[src/rtl/exp7_unidade_controle_pkg.sv]
// Shared state codes for the memory-game control unit; db_estado decodes
// against these in the top level and the bench alike.
package exp7_unidade_controle_pkg;

  localparam logic [4:0] ST_INICIAL          = 5'h00;
  localparam logic [4:0] ST_PREPARACAO       = 5'h01;
  localparam logic [4:0] ST_REGISTRA_NIVEL   = 5'h02;
  localparam logic [4:0] ST_MOSTRA_JOGADA    = 5'h03;
  localparam logic [4:0] ST_APAGA_JOGADA     = 5'h04;
  localparam logic [4:0] ST_FIM_MOSTRA       = 5'h05;
  localparam logic [4:0] ST_PROXIMO_MOSTRA   = 5'h06;
  localparam logic [4:0] ST_ESPERA_JOGADA    = 5'h07;
  localparam logic [4:0] ST_REGISTRA_JOGADA  = 5'h08;
  localparam logic [4:0] ST_COMPARA          = 5'h09;
  localparam logic [4:0] ST_PROXIMA_JOGADA   = 5'h0A;
  localparam logic [4:0] ST_PROXIMA_RODADA   = 5'h0B;
  localparam logic [4:0] ST_ESPERA_ESCRITA   = 5'h0C;
  localparam logic [4:0] ST_REGISTRA_ESCRITA = 5'h0D;
  localparam logic [4:0] ST_GANHOU           = 5'h0E;
  localparam logic [4:0] ST_PERDEU           = 5'h0F;
  localparam logic [4:0] ST_TIMEOUT          = 5'h10;

  typedef enum logic [4:0] {
    INICIAL          = ST_INICIAL,
    PREPARACAO       = ST_PREPARACAO,
    REGISTRA_NIVEL   = ST_REGISTRA_NIVEL,
    MOSTRA_JOGADA    = ST_MOSTRA_JOGADA,
    APAGA_JOGADA     = ST_APAGA_JOGADA,
    FIM_MOSTRA       = ST_FIM_MOSTRA,
    PROXIMO_MOSTRA   = ST_PROXIMO_MOSTRA,
    ESPERA_JOGADA    = ST_ESPERA_JOGADA,
    REGISTRA_JOGADA  = ST_REGISTRA_JOGADA,
    COMPARA          = ST_COMPARA,
    PROXIMA_JOGADA   = ST_PROXIMA_JOGADA,
    PROXIMA_RODADA   = ST_PROXIMA_RODADA,
    ESPERA_ESCRITA   = ST_ESPERA_ESCRITA,
    REGISTRA_ESCRITA = ST_REGISTRA_ESCRITA,
    GANHOU           = ST_GANHOU,
    PERDEU           = ST_PERDEU,
    ESTADO_TIMEOUT   = ST_TIMEOUT
  } estado_t;

endpackage

[src/rtl/exp7_unidade_controle.sv]
// Moore control FSM for the memory game: sequences the datapath strobes
// and drives the pronto/ganhou/perdeu/timeout status bits.
module exp7_unidade_controle
  import exp7_unidade_controle_pkg::*;
(
  input  logic       clock,
  input  logic       reset,
  input  logic       iniciar,
  input  logic       jogada_feita,
  input  logic       jogada_correta,
  input  logic       enderecoIgualRodada,
  input  logic       fimC,
  input  logic       fimCR,
  input  logic       meioCR,
  input  logic       fimTM,
  input  logic       meioTM,
  input  logic       fimTempo,
  input  logic       meioTempo,
  input  logic       nivel_jogadas_reg,
  input  logic       nivel_tempo_reg,
  input  logic       modo2_reg,
  output logic       zeraR,
  output logic       registraR,
  output logic       registraN,
  output logic       zeraC,
  output logic       contaC,
  output logic       zeraCR,
  output logic       contaCR,
  output logic       zeraTM,
  output logic       contaTM,
  output logic       zeraTempo,
  output logic       contaTempo,
  output logic       gravaM,
  output logic       ativa_leds_mem,
  output logic       ativa_leds_jog,
  output logic       toca,
  output logic       pronto,
  output logic       ganhou,
  output logic       perdeu,
  output logic       timeout,
  output logic [4:0] db_estado
);

  estado_t estado_q, estado_d;
  logic    limite, ultima;

  // fimC is part of the datapath contract but the sequence never needs it.
  logic unused_fimc;
  assign unused_fimc = fimC;

  assign limite = nivel_tempo_reg   ? meioTempo : fimTempo;
  assign ultima = nivel_jogadas_reg ? fimCR     : meioCR;

  always_ff @(posedge clock) begin
    if (reset) estado_q <= INICIAL;
    else       estado_q <= estado_d;
  end

  always_comb begin
    estado_d = estado_q;
    case (estado_q)
      INICIAL:          if (iniciar) estado_d = PREPARACAO;
      PREPARACAO:       estado_d = REGISTRA_NIVEL;
      REGISTRA_NIVEL:   estado_d = modo2_reg ? ESPERA_ESCRITA : MOSTRA_JOGADA;
      MOSTRA_JOGADA:    if (meioTM) estado_d = APAGA_JOGADA;
      APAGA_JOGADA:     if (fimTM)
                          estado_d = enderecoIgualRodada ? FIM_MOSTRA : PROXIMO_MOSTRA;
      PROXIMO_MOSTRA:   estado_d = MOSTRA_JOGADA;
      FIM_MOSTRA:       estado_d = ESPERA_JOGADA;
      ESPERA_JOGADA:    if (jogada_feita) estado_d = REGISTRA_JOGADA;
                        else if (limite)  estado_d = ESTADO_TIMEOUT;
      REGISTRA_JOGADA:  estado_d = COMPARA;
      COMPARA:          if (!jogada_correta)           estado_d = PERDEU;
                        else if (!enderecoIgualRodada) estado_d = PROXIMA_JOGADA;
                        else if (ultima)               estado_d = GANHOU;
                        else                           estado_d = PROXIMA_RODADA;
      PROXIMA_JOGADA:   estado_d = ESPERA_JOGADA;
      PROXIMA_RODADA:   estado_d = modo2_reg ? ESPERA_ESCRITA : MOSTRA_JOGADA;
      ESPERA_ESCRITA:   if (jogada_feita) estado_d = REGISTRA_ESCRITA;
                        else if (limite)  estado_d = ESTADO_TIMEOUT;
      REGISTRA_ESCRITA: estado_d = ESPERA_JOGADA;
      GANHOU, PERDEU, ESTADO_TIMEOUT:
                        if (iniciar) estado_d = PREPARACAO;
      default:          estado_d = INICIAL;
    endcase
  end

  always_comb begin
    zeraR = 1'b0; registraR = 1'b0; registraN = 1'b0;
    zeraC = 1'b0; contaC = 1'b0; zeraCR = 1'b0; contaCR = 1'b0;
    zeraTM = 1'b0; contaTM = 1'b0; zeraTempo = 1'b0; contaTempo = 1'b0;
    gravaM = 1'b0; ativa_leds_mem = 1'b0; ativa_leds_jog = 1'b0; toca = 1'b0;
    pronto = 1'b0; ganhou = 1'b0; perdeu = 1'b0; timeout = 1'b0;
    case (estado_q)
      PREPARACAO:       begin zeraR = 1'b1; zeraC = 1'b1; zeraCR = 1'b1;
                              zeraTM = 1'b1; zeraTempo = 1'b1; end
      REGISTRA_NIVEL:   registraN = 1'b1;
      MOSTRA_JOGADA:    begin ativa_leds_mem = 1'b1; toca = 1'b1; contaTM = 1'b1; end
      APAGA_JOGADA:     contaTM = 1'b1;
      PROXIMO_MOSTRA:   begin contaC = 1'b1; zeraTM = 1'b1; end
      FIM_MOSTRA:       begin zeraC = 1'b1; zeraTM = 1'b1; zeraTempo = 1'b1; end
      ESPERA_JOGADA,
      ESPERA_ESCRITA:   begin contaTempo = 1'b1; ativa_leds_jog = 1'b1; end
      REGISTRA_JOGADA:  begin registraR = 1'b1; zeraTempo = 1'b1; end
      PROXIMA_JOGADA:   begin contaC = 1'b1; zeraTempo = 1'b1; end
      // Mode 2 keeps the address moving forward so the new play lands past the sequence.
      PROXIMA_RODADA:   begin contaCR = 1'b1; zeraTM = 1'b1; zeraTempo = 1'b1;
                              if (modo2_reg) contaC = 1'b1; else zeraC = 1'b1; end
      REGISTRA_ESCRITA: begin gravaM = 1'b1; registraR = 1'b1; zeraC = 1'b1;
                              zeraTempo = 1'b1; end
      GANHOU:           begin pronto = 1'b1; ganhou = 1'b1; end
      PERDEU:           begin pronto = 1'b1; perdeu = 1'b1; end
      ESTADO_TIMEOUT:   begin pronto = 1'b1; timeout = 1'b1; end
      default:          ;
    endcase
  end

  assign db_estado = estado_q;

endmodule
[config.mk]
export PLATFORM = sky130hd
export DESIGN_NAME = exp7_unidade_controle
export DESIGN_NICKNAME = d
export VERILOG_FILES = /design/src/rtl/exp7_unidade_controle_pkg.sv /design/src/rtl/exp7_unidade_controle.sv
export SDC_FILE = /design/constraint.sdc
export NUM_CORES = 1
export LEC_CHECK = 0
export ABC_AREA = 1
export CORE_MARGIN = 8
export CORE_UTILIZATION = 38
export DETAILED_ROUTE_END_ITERATION = 7
export GPL_TIMING_DRIVEN = 0
export MAX_ROUTING_LAYER = met4
export PLACE_DENSITY = 0.79
export SLEW_MARGIN = 20
export SYNTH_ARGS = -nofsm -noshare
export SYNTH_HDL_FRONTEND = slang
export SYNTH_SLANG_ARGS = --single-unit
[constraint.sdc]
create_clock -name clock -period 1.75 [get_ports clock]
set_input_delay 0.35 -clock clock [delete_from_list [all_inputs] [get_ports clock]]
set_output_delay 0.35 -clock clock [all_outputs]
set_load 0.05 [all_outputs]
Word level (Yosys, flattened, before mapping)
Cells that the tools add are included.
Widths: inputs -> output; s select.
{"block": "word_totals", "regBits": 5, "inputBits": 16, "output_inout_bits": 24, "wordCells": 65}
{"block": "op_classes", "n_eq_ne": 19, "mux": 32, "reduce_logical": 13}
{"operator": "$pmux 5 s11", "count": 1}
{"operator": "$eq 5x4->1 const B", "count": 8}
{"operator": "$mux 5", "count": 6}
{"operator": "$eq 5x3->1 const B", "count": 4}
{"operator": "$mux 1", "count": 18}
{"operator": "$eq 5x2->1 const B", "count": 2}
{"operator": "$reduce_or 2->1", "count": 5}
{"operator": "$mux 3", "count": 3}
{"operator": "$reduce_or 3->1", "count": 3}
{"operator": "$reduce_or 4->1", "count": 2}
{"operator": "$reduce_or 6->1", "count": 1}
{"operator": "$eq 5x1->1 const B", "count": 1}
{"operator": "$eq 5x5->1 const B", "count": 1}
{"operator": "$logic_not 5->1", "count": 1}
{"operator": "$mux 4", "count": 1}
{"operator": "$ne 2x2->1 const B", "count": 2}
{"operator": "$pmux 1 s2", "count": 2}
{"operator": "$reduce_and 3->1", "count": 1}
{"operator": "$mux 2", "count": 1}
{"operator": "$ne 2x1->1 const B", "count": 1}

Logic depth before layout (Yosys ltp)
Gate-level depths: netlist of run 1.
{"block": "depth", "word_depth": 5, "mapped_depth": 11, "ltp_nobuf": 11}

Least setup slack after synthesis of run 1
No wires, ideal clock.
{"block": "synth_path", "path_type": "flip-flop to output port", "from": "register estado_q[3], in the netlist db_estado[3]", "to": "output port contaTempo", "t_arrival_ps": 2249, "required_ps": 1400, "setup_slack_ps": -849, "path_stages_with_launch": 4, "n_path_buf": 1, "cell_sequence": "dfxtp_1 > nand3_1 > o21ai_1 > buf_4"}
{"block": "synth_between", "elab_chain_len": 3, "elab_cells_between_ends": 4, "cone_classes": "eq/ne (2); mux (1); reduce/logical (1)"}
{"item": "from (decl)", "line_no": "exp7_unidade_controle.sv:44", "rtl": "estado_t estado_q, estado_d;"}
{"item": "from (signal assigned)", "line_no": "exp7_unidade_controle.sv:56", "rtl": "else estado_q <= estado_d;"}
{"item": "$eq 5x3->1 / $eq 5x4->1 (equally long branches)"}
{"item": "$reduce_or 2->1 *"}
{"item": "$mux 1 *"}
{"item": "to (decl)", "line_no": "exp7_unidade_controle.sv:32", "rtl": "output logic contaTempo,"}
Every way passes the cells marked *; elsewhere a longest branch is shown, timed or not.

Worst setup path after layout of run 1
{"block": "layout_path", "from": "register estado_q[2], in the netlist db_estado[2]", "to": "output port zeraTM"}
{"block": "layout_between", "elab_chain_len": 3, "elab_cells_between_ends": 6, "cone_classes": "eq/ne (4); mux (1); reduce/logical (1)"}
{"item": "$eq 5x4->1 (tied with other cells)", "line_no": "exp7_unidade_controle.sv:94", "rtl": "case (estado_q)"}
{"item": "$reduce_or 4->1 (no source line) *"}
{"item": "$mux 1 *", "line_no": "exp7_unidade_controle.sv:94"}
{"item": "to (decl)", "line_no": "exp7_unidade_controle.sv:29", "rtl": "output logic zeraTM,"}
Marks and branches as above.

==> results.json, run 1 <==
{
  "crit_family": "buffers and inverters",
  "max-slew-margin-rel_pct": 65.9,
  "rrSetupSlack_ns": 0.21,
  "yosys_register_bits": 5,
  "num_rows": 15,
  "drtAntennaViolNets": 0,
  "crit_cells": 7,
  "syn2layout_area_growth_pct": 93.4,
  "core_um2": 1760,
  "slowest_delay_ns": 0.33,
  "cp.required_ns": 1.40,
  "synthesis.nets": 149,
  "worst_slew_pin_slew_ns": 0.510,
  "ys_types": 21,
  "r2r-start": "db_estado[2]",
  "grt_pass1_vias": 980,
  "layout_commonest_cell": "nand2_1",
  "drive_above_1_share_pct": 44.9,
  "p_leak_nw": 0.709,
  "clock_skew_ns": 0.00204,
  "die_x_um": 59.6,
  "final_cell_mix": "nand2_1, buf_4, clkdlybuf4s50_1",
  "wirelength_um": 2850,
  "r2r_cells": 10,
  "grt_max_degree": 10,
  "gr-total-overflow": 0,
  "cp_cell_sequence": "buf_6, nor2_4, nand2_2, clkinvlp_4, nor2_4, o211ai_1, buf_4",
  "postSynthAreaPerCell_um2": 5.44,
  "fmax_mhz": 550,
  "crit_type": "register to primary output",
  "violations": "negative setup slack",
  "fin_ws_ns": -0.0694,
  "die_y_um": 59.6,
  "drc": 0,
  "place_area_um2": 1200,
  "io_pins": 40,
  "first_pass_iters": 4,
  "synth_area_um2": 723,
  "p_per_area_nw_per_um2": 1620,
  "synth-warning-count": 0,
  "cts_buffer_depth": 2,
  "slew_violations": 0,
  "wl_per_cell_um": 13.6,
  "whs_path_depth": 2,
  "cts_sinks": 5,
  "finalSetupViolations": 5,
  "htreeDepth": 1,
  "yosysSeqAreaShare_pct": 13.8,
  "via_count": 1050,
  "grt_pass1_wl_um": 4240,
  "hold_start": "db_estado[1]",
  "tritoncts": "yes",
  "final_area_um2": 1400,
  "io_buffers": 38,
  "critPathCaptureType": "primary output",
  "cp-startpoint": "db_estado[2]",
  "cts-hold-fix-buffers": 0,
  "cp_slowest_cell": "dfxtp_4",
  "root_buffer": "clkbuf_4",
  "antenna_found_initial": 0,
  "worstSkewPairLatency_ns": 0.24,
  "largest_reg_flops": 5,
  "outcome": "finished, violations left",
  "vias_per_cell": 5.00,
  "crit_buf_inv": 3,
  "crit_path_frequent_cell": "nor2_4",
  "place.gp.congestion": 0.868,
  "finalHoldViolations": 0,
  "finalSetupTns_ns": -0.218,
  "min_period_ns": 1.82,
  "nets": 202,
  "grt_setup_unrepaired": "true",
  "hpwl_um": 2100,
  "start_util_pct": 41.0,
  "crit_arrival_ns": 1.47,
  "grt_usage_pct": 15.4,
  "vdd_ir_drop_max_mv": 1.18,
  "post-route-period-util_pct": 104,
  "crit_fanout": 8,
  "die-area_um2": 3560,
  "clkTransAtPathRegs_ns": 0.04,
  "synth_cells": 133,
  "initialDrtViolationCount": 27,
  "drv_cap": 0,
  "hold_path_end": "db_estado[1]",
  "hold_class": "register to register",
  "rr_endpoint": "db_estado[1]",
  "diodes": 0,
  "crit_path_start_kind": "register",
  "cts_inserted_buffers": 3
}
## logic make-up after synthesis
group | synth area share [%]
buffers and inverters | 15.7
AO/OA/AOI/OAI | 12.3
flip-flops | 13.8
AND/OR/NAND/NOR | 58.1
## metal layers
metal  GRT usage (%)  up-vias  part of all wire (%)
li1                -      526                     -
met2            27.4       52                    51
met1            15.8      472                    40
met5               -        -                     0
met4            2.04        0                     0
met3            6.07        0                   8.8
## worst max path at each step
stage / end
floorplan: zeraTempo
global placement: contaC
detailed placement: contaC
CTS: zeraTM
global route: zeraTM
finish: zeraTM
## synth_stat cells, drive strengths merged
master / number / area (um2)
a21oi: 6 / 30.0
buf: 5 / 41.3
clkinv: 1 / 8.76
dfxtp: 5 / 100
inv: 17 / 63.8
nand2: 46 / 178
nand3: 10 / 55.1
nand3b: 1 / 7.51
nand4: 3 / 18.8
nor2: 27 / 149
o211ai: 3 / 22.5
o21ai: 6 / 30.0
o22ai: 1 / 6.26
or2: 2 / 12.5
## final cells by class
| type | instances | area [um2] |
|---|---|---|
| multi-input cells | 105 | 621 |
| repair buffers | 48 | 455 |
| fillers | 141 | 365 |
| flip-flops and latches | 5 | 119 |
| inverters | 18 | 93.8 |
| plain buffers | 5 | 52.6 |
| well taps | 25 | 31.3 |
| clock buffers | 4 | 26.3 |
## report_power, final
group,switching (mW),internal (mW)
registers,0.0715,0.171
logic,1.26,0.639
clock network,0.0464,0.0861
## worst min-delay path, stage by stage, from the launching register on
cell	delay [ns]
dfxtp_4	0.37
nand2_1	0.08
a21oi_1	0.06
## timing repair
action | in CTS | in global routing
resized for setup | 121 | 34
pin swaps | 6 | 6
setup buffers | 4 | 6
endpoints found under the setup margin | 22 | 19
## metrics by stage
step                cells  setup slack, ns  hold slack [ns]  total power, mW  utilization (%)
floorplan             133           -0.271            0.409             1.46                -
global placement      196           -0.517            0.515             1.91             68.3
detailed placement    196           -0.543            0.522             1.92             68.3
CTS                   204          -0.0783            0.544             2.09             71.3
global route          210           -0.147            0.580             2.41             79.3
finish                210          -0.0694            0.549             2.27             79.3
No activity file was read; power rests on OpenSTA's default activity.
==> run 2: changes to the inputs <==
Settings changed: GPL_ROUTABILITY_DRIVEN set to 0.
==> run 2 against run 1 <==
Effect of this change:
- the flow still finishes with violations (negative setup slack)
- critical path depth did not move
- total power rose by 7.6%
- non-clock buffer count is 6 higher
- sequential share of layout area is 0.31 points lower
- largest power group unchanged
==> results.json, run 2 (synthesis gave the netlist of run 1 again) <==
{
  "fin_ws_ns": -0.0803,
  "final_area_um2": 1450,
  "cp_slowest_cell": "dfxtp_4",
  "hpwl_um": 2150,
  "worst_slew_pin_slew_ns": 0.502,
  "cts-hold-fix-buffers": 0,
  "crit_fanout": 8,
  "finalHoldViolations": 0,
  "grt_max_degree": 10,
  "diodes": 0,
  "crit_type": "register to primary output",
  "hold_class": "register to register",
  "first_pass_iters": 4,
  "fmax_mhz": 546,
  "drtAntennaViolNets": 0,
  "io_pins": 40,
  "crit_family": "buffers and inverters",
  "cts_buffer_depth": 2,
  "grt_pass1_wl_um": 4370,
  "wl_per_cell_um": 15.1,
  "r2r-start": "db_estado[1]",
  "place_inst": 196,
  "htreeDepth": 1,
  "die_y_um": 59.6,
  "initialDrtViolationCount": 25,
  "drv_cap": 0,
  "place_area_um2": 1200,
  "violations": "negative setup slack",
  "crit_buf_inv": 3,
  "slew_violations": 0,
  "wirelength_um": 3260,
  "gr-total-overflow": 0,
  "num_rows": 15,
  "critPathCaptureType": "primary output",
  "max-slew-margin-rel_pct": 66.5,
  "grt_usage_pct": 15.8,
  "drive_above_1_share_pct": 48.2,
  "drc": 0,
  "crit_path_start_kind": "register",
  "finalSetupViolations": 10,
  "cp.required_ns": 1.40,
  "slowest_delay_ns": 0.34,
  "syn2layout_area_growth_pct": 101,
  "io_buffers": 38,
  "layout_commonest_cell": "nand2_1",
  "start_util_pct": 41.0,
  "clock_skew_ns": 0.00957,
  "cp-startpoint": "db_estado[2]",
  "grt_setup_unrepaired": "true",
  "root_buffer": "clkbuf_4",
  "fin_util_pct": 82.3,
  "crit_path_frequent_cell": "nor2_4",
  "via_count": 1125,
  "tritoncts": "yes",
  "cts_inserted_buffers": 3,
  "nets": 208,
  "core_um2": 1760,
  "post-place-ws_ns": -0.558,
  "clkTransAtPathRegs_ns": 0.04,
  "fin_cells": 216,
  "crit_arrival_ns": 1.48,
  "outcome": "finished, violations left",
  "vdd_ir_drop_max_mv": 1.03,
  "post-route-period-util_pct": 105,
  "cp_cell_sequence": "buf_8, nor2_4, nand2_4, clkinvlp_4, nor2_4, o211ai_1, buf_4",
  "largest_reg_flops": 5,
  "whs_ns": 0.550,
  "p_leak_nw": 0.729,
  "die_x_um": 59.6,
  "vias_per_cell": 5.21,
  "worstSkewPairLatency_ns": 0.25,
  "grt_pass1_vias": 1018,
  "die-area_um2": 3560,
  "final_cell_mix": "nand2_1, buf_4, clkdlybuf4s50_1",
  "cts_sinks": 5,
  "hold_start": "db_estado[3]",
  "min_period_ns": 1.83,
  "p_per_area_nw_per_um2": 1680,
  "antenna_found_initial": 0
}
[run 2: changes by cell type in the layout (fill, tap and decap cells not counted), moves of 2 or more]
cell      previous run  this run
nand2_4              5         2
buf_4               16        20
clkbuf_4             5         3
buf_8                6         4
buf_6                7        11
buf_2                3         5
nand2_2              6         9
[run 2: stage by stage]
stage,power [mW],setup TNS (ns)
floorplan,1.46,-1.42
global placement,1.90,-6.25
detailed placement,1.92,-6.51
CTS,2.08,-0.279
global route,2.58,-1.27
finish,2.44,-0.425
[run 2: path summary, 6_finish.rpt]
check,end,slack (ns),cells after the start
setup reg to reg,db_estado[2],-0.02,13
hold reg to reg,db_estado[3],0.55,2
hold / removal,db_estado[3],0.55,2
setup / recovery,zeraTM,-0.08,7
[run 2: power by group]
group | total, mW | switching [mW] | internal (mW)
clock network | 0.141 | 0.0545 | 0.0866
registers | 0.272 | 0.100 | 0.172
logic | 2.03 | 1.31 | 0.723
[run 2: final cells by class]
cell class / count / area (um2)
multi-input combinational: 105 / 632
timing repair buffer: 55 / 502
fill: 123 / 312
sequential: 5 / 119
inverter: 18 / 101
buffer: 4 / 41.3
tap: 25 / 31.3
clock buffer: 4 / 26.3
[run 2: metal layers]
layer | routed length [um] | track usage, % | up-vias
li1 | - | - | 538
met1 | 1240 | 16.7 | 512
met2 | 1610 | 27.4 | 63
met3 | 292 | 5.42 | 12
met4 | 116 | 3.74 | 0
met5 | 0 | - | -
[run 2: worst min-delay path, stage by stage, from the launching register on]
cell and delay, ns:
dfxtp_4 0.38, nand2_1 0.08, a21oi_1 0.05
[run 2: what timing repair did]
| action | CTS | global route |
|---|---|---|
| pin swaps | 3 | 11 |
| setup endpoints to repair | 23 | 20 |
| buffers inserted | 5 | 12 |
| resized for setup | 123 | 42 |
